### src/rtl/seq_mult_16.sv
// seq_mult_16: multi-cycle 16x16 shift-and-add multiplier.
// Define SEQ_MULT_SIGNED_EN for two's complement operands.
module seq_mult_16 (
    input  logic        clk,
    input  logic        rst_n,
    input  logic        start,
    input  logic [15:0] a,
    input  logic [15:0] b,
    output logic        busy,
    output logic        done,
    output logic [31:0] product,
    output logic        ovf
);

    typedef enum logic [1:0] {
        IDLE = 2'd0,
        RUN  = 2'd1,
        DONE = 2'd2
    } state_t;

    state_t      state;
    state_t      state_nxt;
    logic [3:0]  cnt;
    logic [15:0] mcand;
    logic [31:0] acc;
    logic [31:0] acc_nxt;
    logic [16:0] sum;
    logic        ovf_nxt;
    logic        ready;
    logic        last;
    logic        accept;

    assign ready  = (state == IDLE) || (state == DONE);
    assign accept = ready && start;
    assign last   = (cnt == 4'd15);

    // State register plus registered busy/done decoded from next state
    always_ff @(posedge clk or negedge rst_n) begin
        if (!rst_n) begin
            state <= IDLE;
            busy  <= 1'b0;
            done  <= 1'b0;
        end else begin
            state <= state_nxt;
            busy  <= (state_nxt == RUN);
            done  <= (state_nxt == DONE);
        end
    end

    // Next-state logic; start is only looked at when ready
    always_comb begin
        state_nxt = state;
        unique case (state)
            IDLE:    if (start) state_nxt = RUN;
            RUN:     if (last) state_nxt = DONE;
            DONE:    state_nxt = start ? RUN : IDLE;
            default: state_nxt = IDLE;
        endcase
    end

`ifdef SEQ_MULT_SIGNED_EN
    logic [16:0] hi_x;
    logic [16:0] m_x;
    assign hi_x = {acc[31], acc[31:16]};
    assign m_x  = {mcand[15], mcand};

    // Sign-extended add; the last partial product carries negative weight
    always_comb begin
        sum = hi_x;
        if (acc[0]) begin
            if (last) sum = hi_x + ~m_x + 17'd1;
            else      sum = hi_x + m_x;
        end
        acc_nxt = {sum, acc[15:1]};
        ovf_nxt = (acc_nxt[31:16] != {16{acc_nxt[15]}});
    end
`else
    // Unsigned add with carry-out shifted into bit 31
    always_comb begin
        sum = {1'b0, acc[31:16]};
        if (acc[0]) sum = {1'b0, acc[31:16]} + {1'b0, mcand};
        acc_nxt = {sum, acc[15:1]};
        ovf_nxt = (acc_nxt[31:16] != 16'h0000);
    end
`endif

    // Operand capture, iteration datapath and result registers
    always_ff @(posedge clk or negedge rst_n) begin
        if (!rst_n) begin
            cnt     <= 4'd0;
            mcand   <= 16'h0000;
            acc     <= 32'h0;
            product <= 32'h0;
            ovf     <= 1'b0;
        end else if (accept) begin
            cnt   <= 4'd0;
            mcand <= a;
            acc   <= {16'h0000, b};
        end else if (state == RUN) begin
            cnt <= cnt + 4'd1;
            acc <= acc_nxt;
            if (last) begin
                product <= acc_nxt;
                ovf     <= ovf_nxt;
            end
        end
    end

endmodule

### config.mk
export PLATFORM = sky130hd
export DESIGN_NAME = seq_mult_16
export DESIGN_NICKNAME = d
export VERILOG_FILES = /design/src/rtl/seq_mult_16.sv
export SDC_FILE = /design/constraint.sdc
export NUM_CORES = 1
export LEC_CHECK = 0
export ABC_AREA = 1
export BUFFER_PORTS_ARGS = -buffer_cell sky130_fd_sc_hd__buf_2
export CORE_ASPECT_RATIO = 1.2
export CORE_UTILIZATION = 51
export DETAILED_ROUTE_END_ITERATION = 6
export GPL_ROUTABILITY_DRIVEN = 0
export PLACE_DENSITY = 0.72
export SETUP_SLACK_MARGIN = 0.4
export SYNTH_ARGS = -nofsm -noshare
export SYNTH_HDL_FRONTEND = slang
export SYNTH_SLANG_ARGS = --single-unit
### constraint.sdc
create_clock -name clk -period 1.8 [get_ports clk]
set_input_delay 0.18 -clock clk [delete_from_list [all_inputs] [get_ports clk]]
set_output_delay 0.18 -clock clk [all_outputs]
set_load 0.05 [all_outputs]
# Word-level counts from Yosys, hierarchy flattened
# Cells that the tools add are included.
# totals
inputBits	35
wordCells	31
output_inout_bits	35
register_bits	89
# op_classes
bitwise_logic	1
n_eq_ne	5
n_mux	9
addsub	2
n_reduce_logical	6
# ops
cell	count
$mux 32	2
$add 16x16->17	1
$mux 17	1
$reduce_bool 16->1	1
$mux 4	2
$pmux 2 s3	1
$add 4x1->4 const B	1
$eq 2x1->1 const B	2
$eq 2x2->1 const B	2
$eq 4x4->1 const B	1
$mux 2	2
$reduce_and 3->1	1
$logic_not 2->1	1
$reduce_bool 2->1	1
$logic_and 1x1->1	1
$logic_or 1x1->1	1
$mux 1	1
$not 1->1	1

# Depth between registers and ports, before layout
# Gate-level depths: netlist of the first run.
# depth
depth_word	5
depth_mapped	16
ltp_nobuf	16

# Worst setup path after synthesis of the first run
# OpenSTA, ideal clock, no wires.
# synth_path
path_kind	reg-to-reg
from	reg mcand[0]
to	reg ovf
setup_time_ps	118
required_ps	1682
slack_ps	-155
path_stages_with_launch	15
arrival_time_ps	1837
path_cell_list	dfrtp_1 ha_1 fa_1 nand2_1 nand2_2 nand3_1 nand2_1 nand2_1 nand2_1 nand2_1 nand3_1 nand2_1 nand4_1 nor2_1 nor2_1
# synth_between
elab_chain_cells	3
# synth_rtl
element	line	text
start: declaration	24	logic [15:0] mcand;
start signal: assignment	91	mcand <= 16'h0000;
start signal: assignment	97	mcand <= a;
$add 16x16->17	81	if (acc[0]) sum = {1'b0, acc[31:16]} + {1'b0, mcand};
$mux 17	81	
$reduce_bool 16->1	83	ovf_nxt = (acc_nxt[31:16] != 16'h0000);
end signal: assignment	104	ovf <= ovf_nxt;
end: declaration	12	output logic ovf
# No other way between the ends.
# A chain may end at the register's enable or synchronous reset.

# Final worst setup path of the first run
# Same ends and word-level chain as after synthesis.

==> results.cfg, run 1 <==
[critical_path]
end_kind = flip-flop
r2r_end = ovf
criticalPathCategory = flip-flop to flip-flop
critPathMaxFanout = 4
r2r_slack_ps = -310
rr_startpoint = mcand[0]
arrival_ps = 2400
cp-start-kind = flip-flop
worstPathRequired_ps = 2090
r2r_cells = 16

[clock_network]
cts.clk_slew.worst_paths_ps = 100
clk_latency_ps = 380
cts_made_buffers = 9
cts_tree = yes
htreeDepth = 3
root_buffer = clkbuf_8
clockBufferDepth = 2
clock-sinks = 89

[floorplan]
initial_core_util_pct = 53.2
io_pins = 70
dieWidth_um = 89.0
fp-row-count = 37
die-area_um2 = 9460
die_height_um = 106
core_area_um2 = 8700

[global_routing]
grt_pass1_wl_um = 20300
grt_use_total_pct = 28.0
overflow = 0
grt_max_degree = 51
antenna_found_initial = 0
grt_pass1_vias = 4520

[logic_synthesis]
synth_compound_area_share_pct = 8.87
synth_nets = 662
avgSynthCellArea_um2 = 7.60
synth_top_family_by_area = simple AND/OR/NAND/NOR gates
muxShareOfSynthArea_pct = 0
yosys.area_share.simple_pct = 30.2
synth-seq-area-share_pct = 48.1
yosysUniqueCellTypes = 30
synth_adder_area_share_pct = 5.03
yosysWarnings = 0
synth-xor-area-share_pct = 0.189
synth_seq_cells = 89
synthesis.area_um2 = 4630
postSynthCellCount = 609

[job]
maxCapViolations = 0

[outcome]
violations = negative setup slack
outcome = finished with violations

[sta]
rsz0062_at_grt = yes
finClkSkew_ps = 14.4
final_max_slew_viol_count = 0
hold_violations = 0
slew_headroom_pct = 78.1
finalSetupViolCount = 21
max_freq_mhz = 473
worst_pin_slew_ps = 329
timing.final.crit_share_pct = 117
fin_crit_ps = 2110
final.setup.worst_slack_ps = -313

[detailed_routing]
vias_per_cell = 5.29
dr.pass1.iters = 5
remaining_drc_errors = 0
wire_per_inst_um = 15.5
postRouteWirelength_um = 13300
drtIter0Drc = 290
vias = 4558
antenna_left = 0

[place]
dpl.hpwl_um = 8750
portBuffers = 69
place_ws_ps = -241

[final_layout]
diodes = 0
area_delta_synth_final_pct = 38.1
nets = 792
drive_gt1_share_pct = 35.3

[hold_path]
hp-start = a[4]
min_path_cells = 3
hold_class = input pin to flip-flop
hold_path_end = mcand[4]
[cell type report]
class                           count  area (µm²)
Clock inverter                      7        77.6
Timing Repair Buffer              141        1010
Inverter                           65         250
Sequential cell                    89        2230
Fill cell                         674        2310
Multi-Input combinational cell    433        2550
Clock buffer                        9         124
Tap cell                          117         146
[what timing repair did]
action / CTS / global route
resized for setup: 37 / 92
gates cloned: 0 / 1
endpoints found under the setup margin: 49 / 69
pin swaps: 13 / 33
setup buffers: 4 / 9
hold buffers: 9 / 0
hold endpoints to repair: 72 / 0
[cells in the final DEF, fill, tap and decap left out, drive strengths merged, types with 8 or more instances in the layout]
cell type      n
buf          131
clkbuf        10
inv           66
nand2        270
nor2          32
o21ai         30
dlygate4sd3    9
o22ai         12
a31oi          8
dfrtp         89
o211ai         8
ha            17
nand3         31
a21oi         11
[kinds of logic after synthesis]
kind of cell | Yosys count
AOI/OAI and AO/OA | 71
xor gates and xnor gates | 1
adders and majority gates | 18
buffers and inverters | 87
DFF | 89
and+or+nand+nor | 343
[metal layers]
layer | GRT usage, % | vias up | routed length, µm
met5 | 0 | - | 0
met4 | 11.5 | 0 | 322
met3 | 4.58 | 29 | 607
met2 | 47.5 | 144 | 6960
met1 | 35.3 | 2202 | 5420
li1 | - | 2183 | -
[critical path: stages, from the launching register on]
cell and delay (ps):
dfrtp_1 400, ha_2 220, fa_2 380, nand2_2 100
nand2_4 70, nand3_4 90, nand2_4 70, nand2_2 80
nand2_1 50, nand2_1 80, nand3_2 80, nand2_2 80
nand2_1 40, nor2_1 80, nand2_1 60, nor2_1 80
nor2_1 50
[worst max path at each step]
| stage | slack, ps | depth (start not counted) | end | from |
|---|---|---|---|---|
| 4_1_cts | -220 | 16 | ovf | acc[16] |
| 6_report | -310 | 16 | ovf | mcand[0] |
| 3_3_place_gp | -160 | 14 | ovf | acc[16] |
| 2_1_floorplan | -70 | 14 | ovf | acc[16] |
| 5_1_grt | -440 | 16 | ovf | mcand[0] |
| 3_5_place_dp | -240 | 14 | ovf | acc[16] |
[through the flow]
stage	setup TNS, ps	instance area [µm²]	hold slack [ps]	cells	util [%]
floorplan	-66.0	4780	-116	609	-
global placement	-519	5560	54.8	822	63.8
detailed placement	-1400	5560	54.3	822	63.8
CTS	-995	5980	1.34	851	68.7
global route	-4930	6390	15.8	861	73.4
finish	-2710	6390	1.05	861	73.4
[flip-flops by register name (all words and copies together), names as in the netlist]
name     count
mcand       16
cnt          4
product     32
busy         1
state        2
acc         32
done         1
ovf          1
[synthesized netlist by cell type, drive strengths merged]
cell type / n / area [µm²]
nand2: 270 / 1030
nand4: 3 / 18.8
nand3: 31 / 165
o31ai: 1 / 7.51
ha: 17 / 213
clkbuf: 16 / 70.1
a22o: 1 / 8.76
nand3b: 3 / 22.5
inv: 65 / 244
buf: 6 / 38.8
and2: 2 / 12.5
a31oi: 8 / 50.1
a21oi: 11 / 58.8
or2: 2 / 15.0
nor2: 32 / 130
xnor2: 1 / 8.76
o22ai: 12 / 75.1
fa: 1 / 20.0
dfrtp: 89 / 2230
o211ai: 8 / 60.1
o21ai: 30 / 150
Power of run 1 is left out: the tool's default activity adds up to more than one toggle a clock period on the data nets, which glitch-free logic cannot reach.
==> inputs of run 2 (changes only) <==
--- a/config.mk
+++ b/config.mk
@@ -7,11 +7,11 @@
 export LEC_CHECK = 0
 export ABC_AREA = 1
 export BUFFER_PORTS_ARGS = -buffer_cell sky130_fd_sc_hd__buf_2
-export CORE_ASPECT_RATIO = 1.2
-export CORE_UTILIZATION = 51
+export CORE_ASPECT_RATIO = 1.75
+export CORE_UTILIZATION = 40
 export DETAILED_ROUTE_END_ITERATION = 6
 export GPL_ROUTABILITY_DRIVEN = 0
-export PLACE_DENSITY = 0.72
+export PLACE_DENSITY = 0.58
 export SETUP_SLACK_MARGIN = 0.4
 export SYNTH_ARGS = -nofsm -noshare
 export SYNTH_HDL_FRONTEND = slang
==> results.cfg, run 2 (synthesized netlist as in run 1, its figures left out) <==
[outcome]
outcome = finished with violations
violations = negative setup slack

[critical_path]
crit_top_cell = nor2_1
worstPathRequired_ps = 2030
critPathMaxStageDelay_ps = 360
critPathSlowestCell = dfrtp_1
critPathMaxFanout = 4
arrival_ps = 2410
r2r_slack_ps = -380
cp-start-kind = flip-flop
criticalPathCategory = flip-flop to flip-flop
crit_family = simple AND/OR/NAND/NOR gates
worstPathCellList = ha_2 > fa_2 > nand2_2 > nand2_4 > nand3_4 > buf_4 > buf_4 > nand3_1 > nand3_1 > nand2_2 > nand4_1 > nor2_1 > nand2_1 > nor2_1 > nor2_1
end_kind = flip-flop
path_buf_inv = 2

[floorplan]
core_area_um2 = 11200
dieWidth_um = 83.3
io_pins = 70
die-area_um2 = 12000
die_height_um = 144
fp-row-count = 51
initial_core_util_pct = 41.4

[sta]
final.setup.worst_slack_ps = -376
finalSetupViolCount = 25
final_max_slew_viol_count = 0
timing.final.crit_share_pct = 121
fin_crit_ps = 2180
hold_violations = 0
rsz0062_at_grt = yes
holdWs_ps = 26.5
finClkSkew_ps = 9.56
slew_headroom_pct = 74.7
max_freq_mhz = 460
worst_pin_slew_ps = 380

[place]
place_ws_ps = -256
portBuffers = 69
dpl.hpwl_um = 9530
placed_cells = 839

[clock_network]
root_buffer = clkbuf_16
clk_latency_ps = 340
cts_tree = yes
clockBufferDepth = 2
cts.clk_slew.worst_paths_ps = 70
htreeDepth = 3
cts_made_buffers = 9
clock-sinks = 89

[final_layout]
diodes = 0
top_regs = acc x32, product x32, mcand x16
n_fill_cell = 994
layout_commonest_cell = nand2_1
instances_no_fill = 879
layout_common_cells = nand2_1, dfrtp_1, buf_2
fin_util_pct = 58.1
nets = 795
area_delta_synth_final_pct = 40.3
drive_gt1_share_pct = 35.5

[detailed_routing]
vias = 4424
drtIter0Drc = 275
wire_per_inst_um = 15.3
remaining_drc_errors = 0
vias_per_cell = 5.03
dr.pass1.iters = 4
postRouteWirelength_um = 13400
antenna_left = 0

[global_routing]
overflow = 0
grt_pass1_vias = 4614
antenna_found_initial = 0
grt_use_total_pct = 23.1
grt_pass1_wl_um = 21700
grt_max_degree = 44

[job]
maxCapViolations = 0

[hold_path]
hold_class = input pin to flip-flop
-- run 2: final timing paths --
path | startpoint | end | cells past startpoint
max in group asynchronous | rst_n | product[23] | 3
min | a[8] | mcand[8] | 3
max | mcand[0] | ovf | 15
min reg2reg | product[1] | product[1] | 2
min in group asynchronous | rst_n | product[5] | 2
max reg2reg | mcand[0] | ovf | 15
-- run 2: routing by layer --
metal	up-vias	share of wire, %	track usage, %
met2	96	55	45.0
met4	0	2.4	8.53
met1	2124	38	25.1
met5	-	0	0
li1	2182	-	-
met3	22	4.5	3.37
-- run 2: final cells by class --
cell class | instances | area [µm²] | share of cell area [%]
Multi-Input combinational cell | 433 | 2550 | 39.3
Sequential cell | 89 | 2230 | 34.3
Timing Repair Buffer | 144 | 998 | 15.4
Inverter | 65 | 246 | 3.80
Clock buffer | 10 | 229 | 3.53
Tap cell | 132 | 165 | 2.54
Clock inverter | 6 | 73.8 | 1.14
-- run 2: worst min-delay path, delay by kind of cell --
family,cells,cell delay (ps)
buffers and inverters,1,70
and+or+nand+nor,2,80
-- run 2: metrics by stage --
stage | setup TNS (ps) | instance area, µm²
final | -2560 | 6490
after global routing | -5210 | 6490
after global placement | -774 | 5580
after detailed placement | -1310 | 5580
after floorplan | -66.0 | 4780
after CTS | -1620 | 6280
-- run 2: timing repair --
action,in CTS,in global routing
buffers inserted,16,7
gates resized for setup,73,50
endpoints found under the setup margin,49,61
pin swaps,25,20
hold buffers,1,0
hold endpoints to repair,26,0
Power of run 2 is left out for the same reason.
